==> config.mk <==
export PLATFORM = sky130hd
export DESIGN_NAME = led_status_pwm
export DESIGN_NICKNAME = d
export VERILOG_FILES = /design/src/rtl/led_status_pkg.sv /design/src/rtl/led_pwm_channel.sv /design/src/rtl/led_status_pwm.sv
export SDC_FILE = /design/constraint.sdc
export NUM_CORES = 1
export LEC_CHECK = 0
export CORE_UTILIZATION = 60
export DETAILED_ROUTE_END_ITERATION = 16
export PLACE_DENSITY = 0.78
export SLEW_MARGIN = 30
export SYNTH_ARGS = -nofsm -noshare
export SYNTH_HDL_FRONTEND = slang
export SYNTH_HIERARCHICAL = 1
export SYNTH_SLANG_ARGS = --single-unit
export TNS_END_PERCENT = 100
==> constraint.sdc <==
create_clock -name clk25 -period 6.75 [get_ports clk25]
set_clock_uncertainty 0.1 [all_clocks]
set_input_delay 0.675 -clock clk25 [delete_from_list [all_inputs] [get_ports clk25]]
set_output_delay 0.675 -clock clk25 [all_outputs]
set_load 0.03 [all_outputs]
==> src/rtl/led_status_pkg.sv <==
// led_status_pkg: mode encodings, ramp direction type and counter-width helper
// shared by the LED status PWM driver. Revision: 1.0
`default_nettype none

package led_status_pkg;

  localparam logic [1:0] LED_MODE_OFF     = 2'b00;
  localparam logic [1:0] LED_MODE_STATIC  = 2'b01;
  localparam logic [1:0] LED_MODE_BLINK   = 2'b10;
  localparam logic [1:0] LED_MODE_BREATHE = 2'b11;

  typedef enum logic {
    RAMP_UP   = 1'b0,
    RAMP_DOWN = 1'b1
  } ramp_dir_e;

  // Width of a counter that runs 0..n-1; never narrower than one bit.
  function automatic int cnt_width(input int n);
    return (n <= 2) ? 1 : $clog2(n);
  endfunction

endpackage

`default_nettype wire

==> src/rtl/led_pwm_channel.sv <==
// led_pwm_channel: per-channel frame latch, duty select and registered compare.
// Optional macro LED_STATUS_PWM_GAMMA_EN applies a gamma-2 duty curve. Revision: 1.0
`default_nettype none

module led_pwm_channel
  import led_status_pkg::*;
#(
  parameter int PWM_BITS   = 8,
  parameter bit ACTIVE_LOW = 1'b1
) (
  input  logic                clk,
  input  logic                rst,
  input  logic                i_fb,
  input  logic [PWM_BITS-1:0] i_level,
  input  logic [1:0]          i_mode,
  input  logic                i_phase,
  input  logic [PWM_BITS-1:0] i_ramp,
  input  logic [PWM_BITS-1:0] i_pwm_cnt,
  output logic                o_led
);

  logic [PWM_BITS-1:0]   r_level;
  logic [1:0]            r_mode;
  logic                  r_led;
  logic [PWM_BITS-1:0]   w_duty_lin;
  logic [PWM_BITS-1:0]   w_duty;
  logic [PWM_BITS-1:0]   w_brth_duty;
  logic [2*PWM_BITS-1:0] w_lvl_ext;
  logic [2*PWM_BITS-1:0] w_ramp_ext;
  logic                  w_lit;

  always_ff @(posedge clk or posedge rst) begin
    if (rst) begin
      r_level <= '0;
      r_mode  <= LED_MODE_OFF;
    end else if (i_fb) begin
      r_level <= i_level;
      r_mode  <= i_mode;
    end
  end

  assign w_lvl_ext   = {{PWM_BITS{1'b0}}, r_level};
  assign w_ramp_ext  = {{PWM_BITS{1'b0}}, i_ramp};
  assign w_brth_duty = PWM_BITS'((w_lvl_ext * w_ramp_ext) >> PWM_BITS);

  always_comb begin
    w_duty_lin = '0;
    case (r_mode)
      LED_MODE_STATIC:  w_duty_lin = r_level;
      LED_MODE_BLINK:   w_duty_lin = i_phase ? r_level : '0;
      LED_MODE_BREATHE: w_duty_lin = w_brth_duty;
      default:          w_duty_lin = '0;
    endcase
  end

`ifdef LED_STATUS_PWM_GAMMA_EN
  logic [2*PWM_BITS-1:0] w_duty_ext;
  logic [PWM_BITS-1:0]   w_duty_sq;

  assign w_duty_ext = {{PWM_BITS{1'b0}}, w_duty_lin};
  assign w_duty_sq  = PWM_BITS'((w_duty_ext * w_duty_ext) >> PWM_BITS);
  // Full scale bypasses the curve so 100% stays 100%.
  assign w_duty     = (&w_duty_lin) ? w_duty_lin : w_duty_sq;
`else
  assign w_duty = w_duty_lin;
`endif

  assign w_lit = (&w_duty) | (i_pwm_cnt < w_duty);

  always_ff @(posedge clk or posedge rst) begin
    if (rst) begin
      r_led <= ACTIVE_LOW;
    end else begin
      r_led <= w_lit ^ ACTIVE_LOW;
    end
  end

  assign o_led = r_led;

endmodule

`default_nettype wire

==> src/rtl/led_status_pwm.sv <==
// led_status_pwm: N-channel status LED PWM driver with off/static/blink/breathe
// modes and frame-aligned updates. Optional macro LED_STATUS_PWM_GAMMA_EN. Revision: 1.0
`default_nettype none

module led_status_pwm
  import led_status_pkg::*;
#(
  parameter int NUM_CH      = 3,
  parameter int PWM_BITS    = 8,
  parameter int PRESCALE    = 4,
  parameter int BLINK_DIV   = 12207,
  parameter int BREATHE_DIV = 48,
  parameter bit ACTIVE_LOW  = 1'b1
) (
  input  logic                       clk25,
  input  logic                       rst,
  input  logic [NUM_CH*PWM_BITS-1:0] ch_level,
  input  logic [NUM_CH*2-1:0]        ch_mode,
  output logic [NUM_CH-1:0]          led_out,
  output logic                       frame_tick
);

  localparam int c_presc_w = cnt_width(PRESCALE);
  localparam int c_blink_w = cnt_width(BLINK_DIV);
  localparam int c_brth_w  = cnt_width(BREATHE_DIV);

  localparam logic [c_presc_w-1:0] c_presc_last = c_presc_w'(PRESCALE - 1);
  localparam logic [c_blink_w-1:0] c_blink_last = c_blink_w'(BLINK_DIV - 1);
  localparam logic [c_brth_w-1:0]  c_brth_last  = c_brth_w'(BREATHE_DIV - 1);
  localparam logic [PWM_BITS-1:0]  c_pwm_max    = '1;
  localparam logic [PWM_BITS-1:0]  c_pwm_one    = PWM_BITS'(1);

  logic [c_presc_w-1:0] r_presc;
  logic [PWM_BITS-1:0]  r_pwm_cnt;
  logic [c_blink_w-1:0] r_blink_cnt;
  logic                 r_blink_phase;
  logic [c_brth_w-1:0]  r_brth_cnt;
  logic [PWM_BITS-1:0]  r_ramp;
  ramp_dir_e            r_ramp_dir;
  logic                 r_frame_tick;
  logic                 w_tick;
  logic                 w_fb;
  logic [NUM_CH-1:0]    w_led;

  assign w_tick = (r_presc == c_presc_last);
  assign w_fb   = w_tick && (r_pwm_cnt == c_pwm_max);

  always_ff @(posedge clk25 or posedge rst) begin
    if (rst) begin
      r_presc       <= '0;
      r_pwm_cnt     <= '0;
      r_frame_tick  <= 1'b0;
      r_blink_cnt   <= '0;
      r_blink_phase <= 1'b0;
      r_brth_cnt    <= '0;
      r_ramp        <= '0;
      r_ramp_dir    <= RAMP_UP;
    end else begin
      r_frame_tick <= w_fb;

      if (w_tick) begin
        r_presc   <= '0;
        r_pwm_cnt <= r_pwm_cnt + c_pwm_one;
      end else begin
        r_presc <= r_presc + c_presc_w'(1);
      end

      if (w_fb) begin
        if (r_blink_cnt == c_blink_last) begin
          r_blink_cnt   <= '0;
          r_blink_phase <= ~r_blink_phase;
        end else begin
          r_blink_cnt <= r_blink_cnt + c_blink_w'(1);
        end

        // Direction flips as the ramp lands on an end value, so it never wraps.
        if (r_brth_cnt == c_brth_last) begin
          r_brth_cnt <= '0;
          if (r_ramp_dir == RAMP_UP) begin
            r_ramp <= r_ramp + c_pwm_one;
            if (r_ramp == c_pwm_max - c_pwm_one) r_ramp_dir <= RAMP_DOWN;
          end else begin
            r_ramp <= r_ramp - c_pwm_one;
            if (r_ramp == c_pwm_one) r_ramp_dir <= RAMP_UP;
          end
        end else begin
          r_brth_cnt <= r_brth_cnt + c_brth_w'(1);
        end
      end
    end
  end

  generate
    for (genvar gi = 0; gi < NUM_CH; gi++) begin : g_ch
      led_pwm_channel #(
        .PWM_BITS   (PWM_BITS),
        .ACTIVE_LOW (ACTIVE_LOW)
      ) u_ch (
        .clk       (clk25),
        .rst       (rst),
        .i_fb      (w_fb),
        .i_level   (ch_level[gi*PWM_BITS +: PWM_BITS]),
        .i_mode    (ch_mode[gi*2 +: 2]),
        .i_phase   (r_blink_phase),
        .i_ramp    (r_ramp),
        .i_pwm_cnt (r_pwm_cnt),
        .o_led     (w_led[gi])
      );
    end
  endgenerate

  assign led_out    = w_led;
  assign frame_tick = r_frame_tick;

endmodule

`default_nettype wire

==> summary by stage, run 1 <==
Outcome
The flow ran to the end, and the final reports show no timing, DRC or antenna violations.

Timing
The slack of the critical path is 0.5593 ns. The worst path uses 91.71% of the clock period. At the pin with the least slew margin, the transition time is 0.7073 ns. The number of failing setup endpoints in the final timing report is 0. Measured against its own limit, the worst slew margin works out to 52.50%. The setup TNS after final layout is 0 ns. The final-report hold violation count came to 0. Setup repair after global routing left no endpoint under its margin. Derived from the worst setup path, the maximum achievable clock frequency is 0.1615 GHz. The number of max-slew violations in the final report came to 0. Counting I/O delays and the setup requirement, the final critical path takes 6.191 ns.

Die
The die covers 17640 µm². The width of the die is 132.8 µm. The number of top-level pins is 36. The die extent in y is 132.8 µm. The number of standard-cell rows in the floorplan is 47. The floorplan step defined a core boundary enclosing 16640 µm². Once the floorplan was initialized, standard cells occupied 61.69% of the core.

GRT
The maximum number of pins on one net before global-route repair is 44. After global routing, the most crowded layer is met2. The aggregate global routing overflow is 0. For this run, global-route usage on met2 was measured as 48.14%. The number of antenna violations at the first check in global routing came to 0. In the global route stage, met3 resource usage came out at 3.678%.

The global-route wire length before repair is 40390 µm. The aggregate global-route resource usage is 28.99%. In the global route stage, met1 resource usage came out at 38.16%. The number of global-route vias before repair was 8104.

Hold path
The worst hold path belongs to the class reg2reg.

Clocking
The library cell used as clock root buffer is clkbuf_16. The hold-fix buffer count after cts is 0. The number of sinks handled by clock tree synthesis is 74.

The H-tree depth reported by CTS is 3. In this run the deepest clock path goes through 2 buffers. The worst-skew pair later-pin latency is 0.35 ns.

The number of setup buffers added after CTS is 0. TritonCTS built the clock tree. The number of clock buffers added by TritonCTS is 9.

The clock-pin transition on the worst setup and hold timing paths is 0.06 ns. In this run, post-CTS repair resized a total of 0 instances.

Pwr
The power density over the cells is 90.07 nW/µm². In this run, flip-flops and latches consume 44.6% of the power. The switching fraction of total power is 23.51%. The share of power burned in combinational logic is 2.8%.

The internal power is 0.0007604 W. VDD sags by at most 0.0001345 V. Per report_power, the clock group accounts for 52.6% of the total. In this run the static leakage power is 5.531 nW. The total net switching power is 0.0002337 W.

Worst setup path
STA classifies the critical path endpoint as a flop. The critical path's most frequent cell is fa_1. Walking the worst path, the cells encountered are and2_1 -> fa_1 -> inv_1 -> fa_1 -> inv_1 -> fa_1 -> fa_1 -> ha_1 -> a21o_2 -> a22oi_4 -> a31o_1 -> a21oi_1 -> or3_2 -> a32o_1 -> inv_1 -> ha_1 -> a2111o_1 -> o21ai_0 -> nor2_1 -> a21oi_1 -> a41oi_2. The data required time at the worst endpoint is 6.91 ns. The type of the worst setup path is reg2reg.

Tracing the worst setup path back leads to its startpoint at r_ramp[2]$_DFFE_PP0P_. The critical path contains buffers and inverters numbering 3 combined. In this run the worst path has a maximum fanout of 21. STA classifies the critical path startpoint as a flop. On the worst path, the slowest cell contributes a delay of 0.63 ns. The slowest library cell on the worst path is dfrtp_1.

The reg-to-reg startpoint is r_ramp[2]$_DFFE_PP0P_. The arrival time at the worst endpoint is 6.35 ns. The number of cells on the critical path is 21.

The setup slack of the worst register-to-register path is 0.56 ns. The kind of cell with the highest combined delay along the critical path is adder cells. The worst reg2reg path depth is 21. The endpoint of the most critical setup path is g_ch[2].u_ch/o_led$_DFF_PP1_.

The worst register-to-register path ends at g_ch[2].u_ch/o_led$_DFF_PP1_.

Synth
Each instance of the synthesized netlist takes up on average 9.385 µm². The most instantiated flip-flop cell in the synthesis netlist is dfrtp_1. The synthesized cell area is 10270 µm².

The sequential fraction of the synthesis area is 18.07%. Summing the areas of all xor and xnor instances in the mapped netlist gives 3.156% of the synthesized area. Yosys printed 6 warnings. The combinational family with the most area after synthesis is adder cells.

The number of synthesized register bits is 74. The number of instances in the synthesized netlist is 1094. The number of nets in the synthesized netlist is 1360.

The area fraction in and, or, nand and nor cells after synthesis is 20.24%. The multiplexer fraction of the synthesized cell area is 3.778%. In the synthesized netlist the async set-or-reset flop fraction comes to 100.0%. The count of flip-flops with a built-in enable after synthesis is 0. Summing the areas of all compound-gate instances in the mapped netlist gives 10.86% of the synthesized area. The number of distinct library cells after synthesis is 90.

The area share of fa/ha/maj cells after synthesis is 36.19%.

Layout
The synthesis-to-layout area growth is 7.494%. In the layout the commonest cells are 146 x inv_1, 133 x nand2_1, 129 x ha_1. The repair_antennas step left the layout with diodes totalling 0. Counting the fill cells in the layout gives 1352. The number of nets in the layout is 1383.

The library cell used most frequently in the layout, excluding fill and tap cells, is inv_1. The layout cell share with drive strength beyond 1 is 10.78%.

Route
Using the TritonRoute via totals, the vias-per-cell ratio works out to 5.919. The via count is 7943. The count of unresolved DRC violations after routing is 0. The total wirelength of the detailed-routed design is 23640 µm. In this run, the number of DRC markers left after iteration 0 of detailed routing was 458. The detail route stage leaves a number of antenna-violating nets equal to 0.

The first detailed-routing pass took 5 iterations. The average wire length per cell after detail routing is 17.61 µm.

Place
The worst slack at placement is 0.6350 ns. Once detailed placement completed, the half-perimeter wirelength came to 17490 µm. The count of buffers added on input and output ports is 35. Routability-driven placement finished with a final weighted congestion of 0.9336.

Run
Max-cap violations in this run came to 0.
==> how the worst min path moves through the flow <==
stage / from / end / slack (ns) / cells after the start
2_1_floorplan: r_presc[0]$_DFF_PP0_ / r_presc[0]$_DFF_PP0_ / 0.30 / 1
3_5_place_dp: r_presc[0]$_DFF_PP0_ / r_presc[0]$_DFF_PP0_ / 0.32 / 1
3_3_place_gp: r_presc[0]$_DFF_PP0_ / r_presc[0]$_DFF_PP0_ / 0.31 / 1
6_report: r_presc[0]$_DFF_PP0_ / r_presc[0]$_DFF_PP0_ / 0.36 / 1
5_1_grt: r_presc[0]$_DFF_PP0_ / r_presc[0]$_DFF_PP0_ / 0.36 / 1
4_1_cts: r_presc[0]$_DFF_PP0_ / r_presc[0]$_DFF_PP0_ / 0.36 / 1
==> sequential cells by signal, indices dropped and copies added, names as in the netlist, 2 cells and up <==
name               count
g_ch.u_ch/o_led        3
r_brth_cnt             6
r_blink_cnt           14
r_ramp                 8
r_presc                2
g_ch.u_ch/r_mode       6
r_pwm_cnt              8
g_ch.u_ch/r_level     24
==> Yosys cell counts (4+ instances only) <==
cell type / count / area (µm²)
and3_1: 7 / 43.79
nor3_1: 17 / 85.08
mux2_2: 30 / 337.8
a211oi_1: 7 / 52.55
a21oi_1: 21 / 105.1
and2_2: 17 / 127.6
ha_1: 129 / 1614
nor2b_1: 4 / 25.02
nand2b_1: 6 / 37.54
and3_2: 5 / 37.54
buf_6: 11 / 123.9
nor2_1: 24 / 90.09
nand3b_1: 6 / 45.04
a21o_1: 11 / 82.58
and2_1: 95 / 594.3
nor4_1: 4 / 25.02
nand3_1: 19 / 95.09
inv_1: 146 / 548.0
o21ai_0: 43 / 215.2
fa_1: 105 / 2102
mux2i_1: 5 / 50.05
a21o_2: 7 / 61.31
nand4_1: 15 / 93.84
a31oi_1: 7 / 43.79
xnor2_1: 24 / 210.2
clkbuf_1: 12 / 45.04
xor2_1: 13 / 113.9
a32oi_1: 4 / 35.03
o21bai_1: 5 / 37.54
dfrtp_1: 71 / 1777
nand2_1: 133 / 499.2
==> stage by stage <==
| stage | power [W] | hold WS, ns | instance area [µm²] | utilization, % | cells |
|---|---|---|---|---|---|
| finish | 0.0009941 | 0.3572 | 11040 | 66.32 | 1342 |
| global route | 0.001023 | 0.3649 | 11040 | 66.32 | 1342 |
| CTS | 0.001001 | 0.3559 | 11040 | 66.32 | 1342 |
| detailed placement | 0.0004806 | 0.3161 | 10730 | 64.45 | 1326 |
| global placement | 0.0004805 | 0.3113 | 10730 | 64.45 | 1326 |
| floorplan | 0.0004585 | 0.3031 | 10270 | - | 1094 |
==> power by group through the flow <==
stage	Sequential (W)	Combinational [W]	Clock (W)
3_3_place_gp	0.000452	0.0000288	0
4_1_cts	0.000443	0.0000290	0.000528
5_1_grt	0.000443	0.0000310	0.000549
6_report	0.000443	0.0000283	0.000522
3_5_place_dp	0.000452	0.0000288	0
2_1_floorplan	0.000452	0.00000676	0
==> cells by family after synthesis <==
group / after synthesis
compound gates: 154
flops: 74
simple gates: 381
fa+ha+maj: 234
mux: 35
buf+inv: 179
xor+xnor: 37
==> area by class of cell <==
type	instances	area [µm²]	area share, %
clock buffers	10	239.0	2.165
clock inverters	6	72.57	0.6575
inverters	146	548.0	4.965
multi-input cells	841	7621	69.05
flip-flops and latches	74	1856	16.81
well taps	220	275.3	2.494
repair buffers	45	425.4	3.854
==> metal layers <==
layer	wire length, µm	vias to the layer above
met3	1319	49
li1	-	3719
met4	765	0
met2	11480	246
met5	0	-
met1	10080	3929
Note: power is estimated with default switching activity, not from simulation.
==> run 2: changes to the inputs <==
Settings changed: CORE_UTILIZATION 60 to 58, PLACE_DENSITY 0.78 to 0.79.
Clock period 6.75 ns to 5.1 ns, I/O delays scaled along.
==> run 2 against run 1 <==
The flow now finishes with violations (setup timing). Via count increased by 7.4%. Total power up 33%. Combinational power increased by 39%. Register-to-register slack lost 1.0 ns. Die area grew 3.4%. Clock power grew 34%. First-iteration DRC count is 30% higher. Critical endpoint unchanged. Largest cell class unchanged. Largest power group unchanged. Highest routed layer unchanged.
==> summary by stage, run 2 (synthesized netlist as in run 1, its figures left out) <==
Outcome
The run finished, with violations left. The checks that failed: setup timing.

GRT
The number of antenna violations at the first check in global routing is 0 (unchanged). The aggregate global-route resource usage came to 29.66% (+0.67 points). The global-route wire length before repair is 42240 µm (+4.6%). The number of global-route vias before repair was 8702 (+7.4%). The maximum number of pins on one net before global-route repair is 42 (-4.5%). The aggregate global routing overflow is 0 (unchanged).

Worst setup path
The largest stage delay on the critical path came to 0.51 ns (-0.12 ns). The maximum fanout along the worst path came to 4 (-81%). The arrival time at the worst endpoint was 5.76 ns (-0.59 ns). The slowest library cell on the worst path is fa_1. The critical path's most frequent cell is fa_1. The data required time at the worst endpoint is 5.27 ns (-1.64 ns). The kind of end point of the critical path is a flop.

The critical path goes through buf_6 -> and2_4 -> fa_1 -> inv_2 -> fa_1 -> inv_1 -> fa_1 -> fa_1 -> ha_4 -> nand4_1 -> or3_4 -> a31o_1 -> a21oi_2 -> or3_4 -> a32o_2 -> inv_1 -> ha_1 -> a2111o_1 -> o21ai_1 -> nor2_1 -> a21oi_1 -> a41oi_2. The type of the worst setup path is reg2reg. The category of the worst setup path launch point is a flop.

Route
The total wirelength of the detailed-routed design is 25410 µm (+7.5%). The count of unresolved DRC violations after routing was 0 (unchanged). The remaining antenna violation count came to 0 (unchanged). The initial detailed-routing violation count is 594 (+30%). The first-pass iteration count of the detailed router is 5 (unchanged). The average wire length per cell after detail routing came to 17.24 µm (-2.1%). The via count is 8531 (+7.4%). The mean number of vias per cell was 5.788 (-2.2%).

Timing
Setup repair after global routing could not meet its margin everywhere. The number of failing setup endpoints in the final timing report is 3 (+3). The highest achievable clock rate came to 0.1791 GHz (+11%). The headroom to the max-slew limit is 44.24% (-8.3 points). The transition time at the pin with the least slew margin is 0.8276 ns (+0.1204 ns). The post-layout minimum cycle time came to 5.584 ns (-0.6063 ns).

The final worst-path cycle share was 109.5% (+18 points). The slack of the critical path is -0.4844 ns (-1.044 ns). The number of max-slew violations in the final report was 0 (unchanged). The final-report hold violation count came to 0 (unchanged).

Layout
The largest registers in the layout are g_ch.u_ch/r_level: 24 flops, r_blink_cnt: 14 flops. The number of nets in the layout was 1510 (+9.2%). The number of diodes is 0 (unchanged). The register ranked first by flip-flop count is g_ch.u_ch/r_level. The most common cell after layout, fill and taps aside is inv_1. The layout cell share with drive strength beyond 1 is 24.58% (+14 points).

The post-route cell area was 12330 µm² (+12%). The synthesis-to-layout area growth is 20.06%. The number of flip-flops in the largest register came to 24 (unchanged). In the layout the commonest cells are 140 x inv_1, 125 x buf_4, 124 x nand2_1.

Clocking
The H-tree depth reported by CTS is 3 (unchanged). The clock-pin transition on the worst setup and hold timing paths is 0.07 ns (about the same). The deepest clock path buffer count came to 2 (unchanged). The hold-fix buffer count after cts was 0 (unchanged).

The TritonCTS buffer count came to 9 (unchanged). The library cell used as clock root buffer is clkbuf_16. The worst-skew pair later-pin latency is 0.36 ns (about the same).

The clock tree from TritonCTS is built. The number of sinks handled by clock tree synthesis was 74 (unchanged).

Die
The area of the core region is 17300 µm² (+3.9%). The width of the die is 135.1 µm (+1.7%). The die extent in y was 135.1 µm (+1.7%).

The number of standard-cell rows in the floorplan is 48 (+2.1%). The area of the die is 18240 µm² (+3.4%). The effective utilization at floorplan is 59.36% (-2.3 points). The number of top-level pins is 36 (unchanged).

Pwr
The total net switching power is 0.0003186 W (+36%). The worst voltage drop across the vdd grid is 0.0001843 V (+37%). The share of power burned in combinational logic is 3.0% (+0.2 points).

The internal power is 0.001007 W (+32%). The switching fraction of total power is 24.05% (+0.54 points). The power density over the cells is 107.5 nW/µm² (+19%).

The power share of the clock group is 52.8% (+0.2 points). The sequential group share of total power was 44.3% (-0.3 points). The cell leakage power was 6.179 nW (+12%).

Place
The number of input and output port buffers inserted is 35 (unchanged). The worst slack at placement is -0.5372 ns (-1.172 ns). The placed wire-length estimate after detailed placement is 19440 µm (+11%). The area of placed instances is 11640 µm² (+8.6%). The final estimated routing congestion in global placement was 0.9155 (-1.9%).

Hold path
The path class of the tightest hold or removal check is reg2reg.

Run
The max capacitance violation total is 0 (unchanged).
[run 2: cell count changes in the layout (fill, tap and decap cells not counted), moves of 7 or more]
cell | previous run | this run
nand2_2 | 0 | 9
dfrtp_1 | 71 | 64
nand2_1 | 133 | 124
and2_1 | 95 | 87
ha_4 | 0 | 9
and2_4 | 0 | 8
ha_1 | 129 | 120
o21ai_1 | 2 | 11
o21ai_0 | 43 | 33
buf_4 | 10 | 125
buf_6 | 0 | 11
[run 2: layout make-up]
type,instances,area (µm²)
multi-input cells,841,7886
fillers,1272,4970
flip-flops and latches,74,1867
repair buffers,172,1433
inverters,146,548.0
well taps,225,281.5
clock buffers,10,239.0
clock inverters,6,72.57
[run 2: final timing paths]
kind	start	end	slack [ns]	cells after the start
min reg2reg	r_blink_cnt[13]$_DFFE_PP0P_	r_blink_cnt[13]$_DFFE_PP0P_	0.37	1
min in group asynchronous	rst	g_ch[0].u_ch/r_level[6]$_DFFE_PP0P_	0.56	2
max reg2reg	r_ramp[3]$_DFFE_PP0P_	g_ch[2].u_ch/o_led$_DFF_PP1_	-0.48	22
max in group asynchronous	rst	r_ramp[7]$_DFFE_PP0P_	3.81	3
min	r_blink_cnt[13]$_DFFE_PP0P_	r_blink_cnt[13]$_DFFE_PP0P_	0.37	1
max	r_ramp[3]$_DFFE_PP0P_	g_ch[2].u_ch/o_led$_DFF_PP1_	-0.48	22
[run 2: worst max-delay path, delay by kind of cell, from the launching register on]
kind | cells | cell delay, ns
buf+inv | 4 | 0.27
compound gates | 7 | 1.38
fa+ha+maj | 6 | 2.52
flops | 1 | 0.44
simple gates | 5 | 0.80
[run 2: metal layers]
metal  track usage [%]  routed length (µm)
met5                 0                   0
met4             9.863                 653
met3             4.354                1350
met2             50.72               12630
met1             38.51               10780
[run 2: stage by stage]
stage	TNS [ns]	cells	hold WS [ns]	total power [W]	utilization [%]
final	-1.317	1474	0.3663	0.001325	71.27
after global routing	-1.881	1474	0.3845	0.001360	71.27
after CTS	-1.341	1469	0.3634	0.001335	70.51
after detailed placement	-1.554	1433	0.3402	0.0006379	67.32
after global placement	-1.182	1433	0.3149	0.0006372	67.32
after floorplan	-0.5427	1094	0.2617	0.0006068	-
[run 2: power by group through the flow]
stage | Combinational, W | Sequential [W] | Clock, W
5_1_grt | 0.0000430 | 0.000586 | 0.000731
6_report | 0.0000393 | 0.000587 | 0.000699
3_5_place_dp | 0.0000401 | 0.000598 | 0
3_3_place_gp | 0.0000394 | 0.000598 | 0
4_1_cts | 0.0000401 | 0.000587 | 0.000708
2_1_floorplan | 0.00000895 | 0.000598 | 0
[run 2: repair_timing]
item	in CTS	in global routing
gates resized for setup	21	26
setup endpoints to repair	3	3
pin swaps	26	14
cloned	0	0
buffers inserted	20	5
